File: src/rtl/hs32_pkg.sv
// hs32 fetch-path shared definitions: FSM encodings, bus constants and the
// prefetch queue entry layout.
package hs32_pkg;

    localparam logic [1:0] S_IDLE    = 2'd0;
    localparam logic [1:0] S_REQ     = 2'd1;
    localparam logic [1:0] S_DISCARD = 2'd2;

    localparam logic        RW_READ    = 1'b0;
    localparam logic [31:0] WORD_BYTES = 32'd4;

    typedef struct packed {
        logic [31:0] pc;
        logic [31:0] word;
    } fetch_ent_t;

    function automatic logic [31:0] word_align(input logic [31:0] a);
        return a & ~32'd3;
    endfunction

endpackage

File: src/rtl/hs32_fifo.sv
// hs32 prefetch FIFO: single-clock, power-of-two depth, synchronous clear
// that wins over push and pop.
module hs32_fifo #(
    parameter int WIDTH = 64,
    parameter int DEPTH = 4,
    parameter int CW    = $clog2(DEPTH) + 1
) (
    input  logic             clk,
    input  logic             rst_n,
    input  logic             push_i,
    input  logic [WIDTH-1:0] wdata_i,
    input  logic             pop_i,
    input  logic             clear_i,
    output logic [WIDTH-1:0] rdata_o,
    output logic             full_o,
    output logic             empty_o,
    output logic [CW-1:0]    count_o
);

    localparam int AW = (DEPTH > 1) ? $clog2(DEPTH) : 1;

    logic [WIDTH-1:0] mem_q [DEPTH];
    logic [AW-1:0]    wr_q;
    logic [AW-1:0]    rd_q;
    logic [CW-1:0]    cnt_q;
    logic             do_push;
    logic             do_pop;

    assign full_o  = (cnt_q == CW'(DEPTH));
    assign empty_o = (cnt_q == '0);
    assign count_o = cnt_q;
    assign rdata_o = mem_q[rd_q];

    assign do_push = push_i && !full_o;
    assign do_pop  = pop_i && !empty_o;

    always_ff @(posedge clk or negedge rst_n) begin
        if (!rst_n) begin
            for (int i = 0; i < DEPTH; i++) begin
                mem_q[i] <= '0;
            end
            wr_q  <= '0;
            rd_q  <= '0;
            cnt_q <= '0;
        end else if (clear_i) begin
            wr_q  <= '0;
            rd_q  <= '0;
            cnt_q <= '0;
        end else begin
            if (do_push) begin
                mem_q[wr_q] <= wdata_i;
                wr_q        <= wr_q + 1'b1;
            end
            if (do_pop) begin
                rd_q <= rd_q + 1'b1;
            end
            if (do_push && !do_pop) begin
                cnt_q <= cnt_q + 1'b1;
            end else if (!do_push && do_pop) begin
                cnt_q <= cnt_q - 1'b1;
            end
        end
    end

endmodule

File: src/rtl/hs32_fetch.sv
// hs32 instruction fetch: one outstanding read on arbiter channel 0, words
// buffered with their PC in a prefetch FIFO, flushed by redirects.
module hs32_fetch
    import hs32_pkg::*;
#(
    parameter int          DEPTH    = 4,
    parameter logic [31:0] RESET_PC = 32'h0
) (
    input  logic        clk,
    input  logic        reset,
    input  logic [31:0] newpc,
    input  logic        newpc_valid,
    output logic [31:0] addr,
    output logic        rw,
    output logic        req,
    input  logic        ack,
    input  logic [31:0] dtr,
    output logic [31:0] instr,
    output logic [31:0] instr_pc,
    output logic        instr_valid,
    input  logic        instr_ready
);

    localparam int CW = $clog2(DEPTH) + 1;

    logic [1:0]    state_q, state_d;
    logic [31:0]   fpc_q, fpc_d;
    logic [31:0]   addr_q, addr_d;
    logic          req_q, req_d;
    logic          push;
    logic          full;
    logic          empty;
    logic [CW-1:0] count;
    fetch_ent_t    wr_ent;
    fetch_ent_t    head;

    assign addr        = addr_q;
    assign req         = req_q;
    assign rw          = RW_READ;
    assign instr       = head.word;
    assign instr_pc    = head.pc;
    assign instr_valid = !empty;
    assign wr_ent      = '{pc: fpc_q, word: dtr};

    // A request is only launched with a free slot, so the ack can always push.
    always_comb begin
        state_d = state_q;
        fpc_d   = fpc_q;
        addr_d  = addr_q;
        req_d   = req_q;
        push    = 1'b0;
        unique case (state_q)
            S_IDLE: begin
                if (newpc_valid) begin
                    fpc_d = word_align(newpc);
                end else if (!full) begin
                    addr_d  = fpc_q;
                    req_d   = 1'b1;
                    state_d = S_REQ;
                end
            end
            S_REQ: begin
                if (newpc_valid) begin
                    fpc_d = word_align(newpc);
                    if (ack) begin
                        req_d   = 1'b0;
                        state_d = S_IDLE;
                    end else begin
                        state_d = S_DISCARD;
                    end
                end else if (ack) begin
                    push    = 1'b1;
                    fpc_d   = fpc_q + WORD_BYTES;
                    req_d   = 1'b0;
                    state_d = S_IDLE;
                end
            end
            S_DISCARD: begin
                if (newpc_valid) begin
                    fpc_d = word_align(newpc);
                end
                if (ack) begin
                    req_d   = 1'b0;
                    state_d = S_IDLE;
                end
            end
            default: begin
                req_d   = 1'b0;
                state_d = S_IDLE;
            end
        endcase
    end

    always_ff @(posedge clk or negedge reset) begin
        if (!reset) begin
            state_q <= S_IDLE;
            fpc_q   <= RESET_PC;
            addr_q  <= '0;
            req_q   <= 1'b0;
        end else begin
            state_q <= state_d;
            fpc_q   <= fpc_d;
            addr_q  <= addr_d;
            req_q   <= req_d;
        end
    end

    hs32_fifo #(
        .WIDTH (64),
        .DEPTH (DEPTH)
    ) u_fifo (
        .clk     (clk),
        .rst_n   (reset),
        .push_i  (push),
        .wdata_i (wr_ent),
        .pop_i   (instr_ready),
        .clear_i (newpc_valid),
        .rdata_o (head),
        .full_o  (full),
        .empty_o (empty),
        .count_o (count)
    );

    always_ff @(posedge clk) begin
        if (reset) begin
            assert (count <= CW'(DEPTH));
        end
    end

endmodule

File: config.mk
export PLATFORM = sky130hd
export DESIGN_NAME = hs32_fetch
export DESIGN_NICKNAME = d
export VERILOG_FILES = /design/src/rtl/hs32_pkg.sv /design/src/rtl/hs32_fifo.sv /design/src/rtl/hs32_fetch.sv
export SDC_FILE = /design/constraint.sdc
export NUM_CORES = 1
export LEC_CHECK = 0
export CAP_MARGIN = 10
export CORE_ASPECT_RATIO = 1.5
export CORE_MARGIN = 10
export CORE_UTILIZATION = 35
export DETAILED_ROUTE_END_ITERATION = 12
export DONT_BUFFER_PORTS = 1
export HOLD_SLACK_MARGIN = 0.1
export PLACE_DENSITY_LB_ADDON = 0.08
export SETUP_SLACK_MARGIN = 0.1
export SLEW_MARGIN = 15
export SYNTH_ARGS = -nofsm -noshare
export SYNTH_HDL_FRONTEND = slang
export SYNTH_SLANG_ARGS = --single-unit
File: constraint.sdc
create_clock -name clk -period 3.33 [get_ports clk]
set_input_delay 0.666 -clock clk [delete_from_list [all_inputs] [get_ports clk]]
set_output_delay 0.666 -clock clk [all_outputs]
set_load 0.005 [all_outputs]
==> results of run 1 <==
==> per-stage QoR <==
stage | instance area [µm²] | worst slack, ns | power [mW] | instances | utilization
after floorplan | 14400 | 0.579 | 9.34 | 1051 | -
after global placement | 15000 | 0.794 | 10.7 | 1494 | 0.372
after detailed placement | 15000 | 0.778 | 10.8 | 1494 | 0.372
after CTS | 16200 | 0.525 | 14.9 | 1552 | 0.401
after global routing | 16200 | 0.484 | 15.5 | 1552 | 0.401
final | 16200 | 0.619 | 14.5 | 1553 | 0.401
==> critical path, stage by stage, from the launching register on <==
cell,delay (ns)
dfrtp_4,0.62
buf_4,0.31
mux4_2,0.57
==> sequential cells by signal, summed over array words and instances (netlist names) <==
register and flops:
state_q 2, u_fifo.wr_q 2, u_fifo.rd_q 2, req 1, u_fifo.count_o 3, fpc_q 30
u_fifo.mem_q 248, addr 30
==> routing by layer <==
metal  track usage  share of wire
met3        0.0502          0.075
met2         0.261           0.52
met4        0.0381          0.017
met5             0         0.0010
met1         0.172           0.39
==> power breakdown <==
| group | internal, mW | total, mW | switching [mW] | leakage, nW |
|---|---|---|---|---|
| registers | 5.23 | 6.41 | 1.18 | 4.07 |
| logic | 2.30 | 4.13 | 1.83 | 2.45 |
| clock network | 2.44 | 4.00 | 1.55 | 0.593 |
==> cells by family (layout without fill, tap and decap cells) <==
family / count (synthesis) / in the layout / synth area share
other: 1 / 6 / 0.000261
AND/OR/NAND/NOR: 173 / 173 / 0.0607
adder cells (fa/ha/maj): 10 / 10 / 0.00922
buffers and inverters: 103 / 98 / 0.0286
AO/OA/AOI/OAI: 127 / 127 / 0.0532
XOR/XNOR: 3 / 3 / 0.00183
flip-flops: 318 / 318 / 0.553
multiplexers: 312 / 312 / 0.293
==> placed cells by master, fill, tap and decap left out, types with 3 or more instances in the layout <==
cell type  instances
nand2_1           67
clkinv_2           6
clkbuf_8           9
mux4_2            62
o21ai_0           48
a31oi_1            3
o31a_1             3
inv_1             16
o22ai_1            9
mux2_2           248
buf_12            11
buf_4             12
or3_1              5
conb_1             5
clkbuf_16         37
bufinv_16          3
nand3_1           22
nor2_1            22
ha_1               9
nand4_1            9
nor2b_1            3
o32ai_1            5
nor4_1             9
a2bb2oi_1          4
a311oi_1           3
nand2_4            4
nor3_1             9
dfrtp_1          316
a21oi_1           34
==> area by class of cell <==
type                       instances  area share
antenna                            1    0.000154
sequential                       318       0.491
clock inverter                    10     0.00794
timing repair buffer              23      0.0191
inverter                          17     0.00393
clock buffer                      48      0.0651
multi-input combinational        630       0.374
tap                              506      0.0390
==> worst paths after layout <==
check | start | slack (ns) | to
worst min-delay path | reset | -0.15 | u_fifo.mem_q[180]
worst max register to register | state_q[1] | 0.81 | u_fifo.count_o[2]
min in group clk | newpc_valid | 0.20 | u_fifo.rd_q[0]
max in group asynchronous | reset | 2.58 | u_fifo.mem_q[139]
worst min register to register | u_fifo.mem_q[100] | 0.48 | u_fifo.mem_q[100]
worst max-delay path | u_fifo.rd_q[0] | 0.62 | instr[0]
==> what timing repair did <==
item,CTS,global route
buffers inserted,0,0
hold endpoints to repair,318,318
resized for setup,0,0
==> results by group, run 1 <==
Worst setup path
  • CP Max Fanout: 13
  • WS Path Type: reg2out
  • CP Data Arrival Time: 2.05 ns
  • CP Launch Type: flop
  • Critical path endpoint category: output pin
  • Worst R2R Path Depth: 11
  • Req. time, crit path: 2.66 ns

Routing
  • 1st-pass router iterations: 4
  • Routed wire length: 37100 µm
  • Routed len/inst: 23.9 µm
  • Antenna Violating Nets Remaining: 0
  • Remaining DRCs: 0
  • DR iter-0 viols: 472
  • Via count: 8361
  • Via density: 5.38

Cells and area
  • Multi-input logic area: 6070 µm²
  • Fin nets: 1104
  • Fillers: 3809
  • Fraction of final layout cells with drive strength greater than 1: 0.391
  • Register area: 7970 µm²
  • Synthesis-to-finish area growth: 12.9%

Synthesis
  • Commonest cells post-synth: 318 x dfrtp_1, 248 x mux2_2, 71 x nand2_1
  • Synth area leader: dfrtp_1
  • Share of flip-flops with an asynchronous set or reset: 1.00
  • Syn. warnings: 0
  • Post-Syn Area: 14400 µm²
  • Post-synth EDFFs: 0
  • Mean Syn Cell Area: 13.7 µm²
  • Synth unique cells: 57
  • Top_reg_cell synth: dfrtp_1
  • Top cells by area, synth: dfrtp_1 55%, mux2_2 19%, mux4_2 9.7%, nand2_1 1.9%, o21ai_0 1.7%
  • Register bit total from synthesis: 318
  • Register area share after synthesis: 0.553
  • Syn Inst Count: 1047
  • Top cell type's share of synthesized area: 0.553
  • Most instantiated library cell after synthesis: dfrtp_1

STA
  • Fin. max-slew vios: 0
  • Max_slew headroom: 0.268
  • Setup total negative slack: 0 ns
  • Fmax: 369 MHz
  • Final Hold Fails: 136
  • Setup Skew: 0.0190 ns
  • Fin crit share: 0.814
  • RSZ-0062 raised after global routing: false
  • Final setup violation count: 0
  • Worst-Margin Slew: 1.10 ns
  • Post-route minimum period: 2.71 ns
  • Hold WS: -0.148 ns

Clocking
  • Root buf cell: clkbuf_16
  • Clk sinks: 318
  • Clk slew on worst S/H paths: 0.06 ns
  • Cts bufs inserted: 35
  • CTS tree: built
  • Max Root-Sink Buffers: 3
  • Worst skew pair latency: 0.52 ns
  • Htree depth: 2

Floorplan
  • Area of the die: 49800 µm²
  • Height of the die: 268 µm
  • Starting density of the core: 0.356
  • Row count: 90
  • Die span in x: 185 µm
  • Total I/O pin count: 168
  • Core region area: 40400 µm²

Flow run
  • Max cap viols: 0

GRT
  • Initial antenna violation count: 3
  • Largest net degree at the start of global routing: 319
  • Gr usage total: 0.150
  • Global-route congestion overflow total: 0
  • Number of global-route vias before repair: 9014
  • First-pass GRT wire length: 57100 µm

Run status
  • Failing checks: hold timing
  • Status: finished with violations

Placement
  • Dpl hpwl: 24200 µm
  • Buffers on Ports: 0
  • Gpl congestion: 0.773

Pwr
  • PD cells: 895 nW/µm²
  • Max VDD drop: 0.000452 V
  • Leak: 7.12 nW

Worst hold path
  • HP Class: in2async
(Power assumes the default switching activity.)
==> run 2: changes to the inputs <==
Clock period 3.33 ns to 2.35 ns, I/O delays scaled along.
==> results by group, run 2 (synthesis results as in run 1) <==
Worst setup path
  • CP Max Fanout: 8 (was 13)
  • WS Path Type: reg2out (unchanged)
  • CP Launch Type: flop (unchanged)
  • Critical Path Max Stage Delay: 0.58 ns (was 0.62 ns)
  • Req. time, crit path: 1.88 ns (was 2.66 ns)
  • Slowest library cell on the worst path: mux4_2 (was dfrtp_4)
  • Critical path endpoint category: output pin (unchanged)
  • CP Data Arrival Time: 1.87 ns (was 2.05 ns)
  • CP cell instances: buf_12, buf_16, mux4_2 (was buf_4, mux4_2)

STA
  • Fin. max-slew vios: 0 (unchanged)
  • Hold WS: -0.343 ns (was -0.148 ns)
  • Worst-Margin Slew: 0.728 ns (was 1.10 ns)
  • Fmax: 427 MHz
  • Fin crit share: 0.996
  • Final setup violation count: 0 (unchanged)
  • RSZ-0062 raised after global routing: true (was false)
  • Post-route minimum period: 2.34 ns
  • Max_slew headroom: 0.514 (was 0.268)
  • Final Hold Fails: 318 (was 136)
  • Setup Skew: 0.00755 ns (was 0.0190 ns)
  • Setup slack after layout: 0.00968 ns (was 0.619 ns)

Cells and area
  • Commonest non-fill, non-tap cell in the layout: dfrtp_1 (unchanged)
  • Fraction of final layout cells with drive strength greater than 1: 0.410 (was 0.391)
  • Final Cell Area: 17300 µm² (was 16200 µm²)
  • Max reg flops: 248 (unchanged)
  • Synthesis-to-finish area growth: 20.2% (was 12.9%)
  • Fin nets: 1189 (was 1104)
  • Largest reg by FF count: u_fifo.mem_q (unchanged)
  • N_diodes: 0 (was 1)
  • Most frequent cells in the layout: 316 x dfrtp_1, 248 x mux2_2, 66 x nand2_1 (was 316 x dfrtp_1, 248 x mux2_2, 67 x nand2_1)
  • Fillers: 3702 (was 3809)

Placement
  • Post-Place Setup Slack: 0.103 ns (was 0.778 ns)
  • Buffers on Ports: 0 (unchanged)
  • Placed Area: 15400 µm² (was 15000 µm²)
  • Dpl hpwl: 24700 µm (was 24200 µm)
  • Gpl congestion: 0.789 (was 0.773)

Flow run
  • Max cap viols: 0 (unchanged)

GRT
  • First-pass GRT wire length: 60600 µm (was 57100 µm)
  • Initial antenna violation count: 4 (was 3)
  • Number of global-route vias before repair: 9671 (was 9014)
  • Gr usage total: 0.159 (was 0.150)
  • Global-route congestion overflow total: 0 (unchanged)
  • Largest net degree at the start of global routing: 319 (unchanged)

Clocking
  • Htree depth: 2 (unchanged)
  • Worst skew pair latency: 0.52 ns (about the same)
  • Clk slew on worst S/H paths: 0.06 ns (about the same)
  • Root buf cell: clkbuf_16 (unchanged)
  • Max Root-Sink Buffers: 3 (unchanged)
  • Cts bufs inserted: 35 (unchanged)
  • Clk sinks: 318 (unchanged)
  • CTS tree: built (unchanged)

Floorplan
  • Die span in x: 185 µm (unchanged)
  • Total I/O pin count: 168 (unchanged)
  • Core region area: 40400 µm² (unchanged)
  • Area of the die: 49800 µm² (unchanged)
  • Height of the die: 268 µm (unchanged)
  • Starting density of the core: 0.356 (unchanged)
  • Row count: 90 (unchanged)

Routing
  • Via count: 8791 (was 8361)
  • Routed len/inst: 23.8 µm (was 23.9 µm)
  • Via density: 5.36 (was 5.38)
  • Remaining DRCs: 0 (unchanged)
  • 1st-pass router iterations: 5 (was 4)
  • Antenna Violating Nets Remaining: 0 (unchanged)
  • DR iter-0 viols: 507 (was 472)
  • Routed wire length: 39000 µm (was 37100 µm)

Pwr
  • PD cells: 1260 nW/µm² (was 895 nW/µm²)
  • Total power draw: 21.8 mW (was 14.5 mW)
  • Leak: 7.59 nW (was 7.12 nW)
  • Max VDD drop: 0.000658 V (was 0.000452 V)

Worst hold path
  • HP Class: in2async (unchanged)

Run status
  • Failing checks: hold timing (unchanged)
  • Status: finished with violations (unchanged)
run 2: cell count changes in the layout (fill, tap and decap cells not counted), moves of 4 or more:
cell	change
buf_12	+6
buf_16	+8
buf_4	+31
clkbuf_1	+6
clkinv_2	-4
dlygate4sd3_1	+37
run 2: final timing paths:
| kind | endpoint | slack [ns] | cells after the start | from |
|---|---|---|---|---|
| worst max-delay path | instr_pc[31] | 0.01 | 3 | u_fifo.rd_q[0] |
| worst min-delay path | req | -0.34 | 0 | reset |
| worst max register to register | u_fifo.count_o[2] | 0.15 | 9 | u_fifo.count_o[1] |
| worst min register to register | u_fifo.mem_q[186] | 0.48 | 2 | u_fifo.mem_q[186] |
| max in group asynchronous | u_fifo.rd_q[0] | 2.01 | 0 | reset |
| min in group clk | fpc_q[28] | 0.13 | 2 | newpc[28] |
run 2: layout make-up:
cell class	instances	area [µm²]	area share
clock inverters	5	78.8	0.00456
multi-input cells	630	6130	0.355
repair buffers	108	1300	0.0753
well taps	506	633	0.0366
clock buffers	56	1110	0.0641
flip-flops and latches	318	7970	0.461
inverters	17	63.8	0.00369
run 2: metal layers:
metal | global-route usage | vias up | share of wire
met1 | 0.185 | 4578 | 0.40
met4 | 0.0423 | 8 | 0.021
met2 | 0.281 | 164 | 0.52
met3 | 0.0433 | 56 | 0.060
met5 | 0 | - | 0.00090
li1 | - | 3985 | -
run 2: per-stage QoR:
stage | utilization | std cells | setup TNS, ns
6_report | 0.427 | 1640 | 0
3_3_place_gp | 0.381 | 1528 | 0
5_1_grt | 0.427 | 1640 | -1.51
2_1_floorplan | - | 1051 | 0
3_5_place_dp | 0.381 | 1528 | 0
4_1_cts | 0.425 | 1637 | -0.501
run 2: what timing repair did:
item,in CTS,in global routing
pin swaps,0,6
buffers inserted,6,1
hold buffers,36,1
hold endpoints to repair,451,319
setup endpoints to repair,62,111
gates resized for setup,9,9
cloned,6,1
run 2: report_power, final:
part	internal, mW	switching (mW)	leakage [nW]
registers	7.42	1.31	4.07
clock network	3.44	2.26	0.585
logic	4.09	3.30	2.93
total	14.9	6.87	7.59
run 2: worst max-delay path: cells and delay by family, from the launching register on:
| kind | cells | cell delay [ns] |
|---|---|---|
| flip-flops | 1 | 0.45 |
| multiplexers | 1 | 0.58 |
| buffers and inverters | 2 | 0.31 |
==> run 3: changes to the inputs <==
Settings changed: SYNTH_HIERARCHICAL from default to 1.
==> results by group, run 3 <==
Worst setup path
  • Bufs and invs on worst path: 2 (unchanged)
  • CP delay by family, top: multiplexers (unchanged)
  • Worst flop-to-flop path startpoint: state_q[1] (was u_fifo.count_o[1])
  • Critical Path Max Stage Delay: 0.57 ns (was 0.58 ns)
  • Req. time, crit path: 1.88 ns (about the same)
  • Slowest library cell on the worst path: mux4_2 (unchanged)
  • Critical path depth: 3 (unchanged)
  • CP cell instances: buf_6, buf_16, mux4_2 (was buf_12, buf_16, mux4_2)
  • CP Data Arrival Time: 1.88 ns (was 1.87 ns)
  • Critical path endpoint category: output pin (unchanged)
  • Worst R2R Path Depth: 11 (was 9)
  • R2R Setup Slk: 0.17 ns (was 0.15 ns)
  • CP Max Fanout: 7 (was 8)
  • WS Path Type: reg2out (unchanged)
  • CP Launch Type: flop (unchanged)
  • R2R Path End: u_fifo/mem_q[110] (was u_fifo.count_o[2])

Cells and area
  • Most frequent cells in the layout: 324 x dfrtp_1, 180 x mux2_4, 107 x mux2_2 (was 316 x dfrtp_1, 248 x mux2_2, 66 x nand2_1)
  • Fillers: 4124 (was 3702)
  • Fin nets: 1180 (was 1189)
  • Max reg flops: 256 (was 248)
  • Register area: 8170 µm² (was 7970 µm²)
  • Largest reg by FF count: u_fifo/mem_q (was u_fifo.mem_q)
  • N_diodes: 0 (unchanged)
  • Commonest non-fill, non-tap cell in the layout: dfrtp_1 (unchanged)
  • Multi-input logic area: 7010 µm² (was 6130 µm²)
  • Synthesis-to-finish area growth: 18.5% (was 20.2%)
  • Fraction of final layout cells with drive strength greater than 1: 0.461 (was 0.410)

Synthesis
  • Synth area leader: dfrtp_1 (unchanged)
  • Syn Inst Count: 1002 (was 1047)
  • Register bit total from synthesis: 326 (was 318)
  • Post-Syn Area: 15800 µm² (was 14400 µm²)
  • Top_reg_cell synth: dfrtp_1 (unchanged)
  • Most instantiated library cell after synthesis: dfrtp_1 (unchanged)
  • Syn. warnings: 6 (was 0)
  • Commonest cells post-synth: 326 x dfrtp_1, 180 x mux2_4, 107 x mux2_2 (was 318 x dfrtp_1, 248 x mux2_2, 71 x nand2_1)
  • Register area share after synthesis: 0.517 (was 0.553)
  • Top cell type's share of synthesized area: 0.517 (was 0.553)
  • Synth unique cells: 61 (was 57)
  • Mean Syn Cell Area: 15.8 µm² (was 13.7 µm²)
  • Post-synth EDFFs: 0 (unchanged)
  • Share of flip-flops with an asynchronous set or reset: 1.00 (unchanged)
  • Top cells by area, synth: dfrtp_1 52%, mux2_4 17%, mux4_2 9.1%, mux2_2 7.6%, buf_12 2.3% (was dfrtp_1 55%, mux2_2 19%, mux4_2 9.7%, nand2_1 1.9%, o21ai_0 1.7%)

GRT
  • Gr usage total: 0.154 (was 0.159)
  • Largest net degree at the start of global routing: 327 (was 319)
  • Global-route congestion overflow total: 0 (unchanged)
  • Number of global-route vias before repair: 9664 (was 9671)
  • Initial antenna violation count: 7 (was 4)
  • First-pass GRT wire length: 65000 µm (was 60600 µm)

Run status
  • Failing checks: hold timing (unchanged)
  • Status: finished with violations (unchanged)

STA
  • Final setup violation count: 0 (unchanged)
  • Setup Skew: 0.0108 ns (was 0.00755 ns)
  • Setup slack after layout: 0.00324 ns (was 0.00968 ns)
  • Fin. max-slew vios: 0 (unchanged)
  • Post-route minimum period: 2.35 ns (was 2.34 ns)
  • RSZ-0062 raised after global routing: true (unchanged)
  • Fin crit share: 0.999 (was 0.996)
  • Final Hold Fails: 326 (was 318)
  • Hold WS: -0.352 ns (was -0.343 ns)
  • Fmax: 426 MHz (was 427 MHz)
  • Max_slew headroom: 0.598 (was 0.514)
  • Worst-Margin Slew: 0.603 ns (was 0.728 ns)

Pwr
  • Comb pwr share: 0.309 (was 0.339)
  • Total power draw: 20.5 mW (was 21.8 mW)
  • Psw: 6.35 mW (was 6.87 mW)
  • Net Sw Frac: 0.311 (was 0.315)
  • P_int: 14.1 mW (was 14.9 mW)
  • Max VDD drop: 0.000555 V (was 0.000658 V)
  • Seq pwr share: 0.409 (was 0.400)
  • PD cells: 1090 nW/µm² (was 1260 nW/µm²)
  • Leak: 8.87 nW (was 7.59 nW)
  • Clock power share: 0.282 (was 0.261)

Clocking
  • Worst skew pair latency: 0.52 ns (about the same)
  • Max Root-Sink Buffers: 3 (unchanged)
  • Clk sinks: 326 (was 318)
  • CTS tree: built (unchanged)
  • Root buf cell: clkbuf_16 (unchanged)
  • Cts hold-fix bufs: 35 (was 36)
  • Cts bufs inserted: 36 (was 35)
  • Htree depth: 2 (unchanged)
  • Clk slew on worst S/H paths: 0.06 ns (about the same)

Worst hold path
  • HP Class: in2async (unchanged)

Routing
  • DR iter-0 viols: 391 (was 507)
  • Via density: 5.21 (was 5.36)
  • Via count: 8895 (was 8791)
  • 1st-pass router iterations: 6 (was 5)
  • Remaining DRCs: 0 (unchanged)
  • Antenna Violating Nets Remaining: 0 (unchanged)
  • Routed wire length: 43200 µm (was 39000 µm)
  • Routed len/inst: 25.3 µm (was 23.8 µm)

Floorplan
  • Total I/O pin count: 168 (unchanged)
  • Row count: 95 (was 90)
  • Area of the die: 54200 µm² (was 49800 µm²)
  • Core region area: 44700 µm² (was 40400 µm²)
  • Starting density of the core: 0.353 (was 0.356)
  • Die span in x: 193 µm (was 185 µm)
  • Height of the die: 280 µm (was 268 µm)

Flow run
  • Max cap viols: 0 (unchanged)

Placement
  • Buffers on Ports: 0 (unchanged)
  • Dpl hpwl: 25800 µm (was 24700 µm)
  • Post-Place Setup Slack: 0.0531 ns (was 0.103 ns)
  • Gpl congestion: 0.752 (was 0.789)
[run 3: repair_timing]
action,in CTS,in global routing
gates resized for setup,11,17
pin swaps,1,5
gates cloned,7,6
setup buffers,8,3
hold endpoints to repair,462,326
setup endpoints to repair,239,230
[run 3: per-layer routing]
metal	wire, µm	global-route usage
met5	119	0
met4	935	0.0432
met3	2460	0.0436
met2	21600	0.259
met1	18100	0.189
[run 3: layout make-up]
cell class	instances	area share
clock inverter	12	0.00736
sequential	326	0.436
timing repair buffer	119	0.0835
clock buffer	50	0.0558
multi-input combinational	599	0.374
inverter	18	0.00361
tap	582	0.0389
[run 3: worst max-delay path by stage]
stage              startpoint           endpoint  slack, ns
6_report       u_fifo/rd_q[0]        instr_pc[2]      0.003
5_1_grt        u_fifo/rd_q[0]       instr_pc[18]      -0.06
3_5_place_dp       state_q[1]   u_fifo/mem_q[47]       0.05
4_1_cts        u_fifo/rd_q[0]       instr_pc[25]      -0.09
3_3_place_gp       state_q[0]   u_fifo/mem_q[49]       0.04
2_1_floorplan      state_q[0]  u_fifo/count_o[2]       0.13
[run 3: power by group through the flow]
stage	Combinational [mW]	Clock, mW	Sequential [mW]
6_report	6.32	5.76	8.38
5_1_grt	6.89	6.19	8.63
4_1_cts	6.33	5.98	8.42
3_5_place_dp	6.01	0	8.50
3_3_place_gp	5.93	0	8.49
2_1_floorplan	4.35	0	8.06
[run 3: per-stage QoR]
stage | std cells | TNS (ns) | util | hold WS (ns) | instance area, µm²
2_1_floorplan | 1012 | 0 | - | 0.174 | 15800
3_3_place_gp | 1586 | 0 | 0.373 | 0.185 | 16600
3_5_place_dp | 1586 | 0 | 0.373 | 0.187 | 16600
4_1_cts | 1698 | -2.84 | 0.414 | -0.390 | 18500
5_1_grt | 1706 | -2.02 | 0.419 | -0.383 | 18700
6_report | 1706 | 0 | 0.419 | -0.352 | 18700
[run 3: cell families after synthesis]
| logic type | count (synthesis) | synth area share |
|---|---|---|
| AOI/OAI and AO/OA | 108 | 0.0459 |
| muxes | 353 | 0.340 |
| adders and majority gates | 11 | 0.00919 |
| DFF | 326 | 0.517 |
| other | 1 | 0.000238 |
| xor gates and xnor gates | 2 | 0.00111 |
| buffers and inverters | 87 | 0.0453 |
| and+or+nand+nor | 114 | 0.0414 |
[run 3: worst register-to-register path: stages, from the launching register on]
cell and delay, ns:
dfrtp_1 0.39, inv_2 0.06, ha_2 0.17, nor2b_4 0.14
and2_4 0.16, nor2b_4 0.14, buf_6 0.12, buf_12 0.11
nand3_4 0.10, buf_12 0.18, buf_12 0.19, mux2_4 0.30
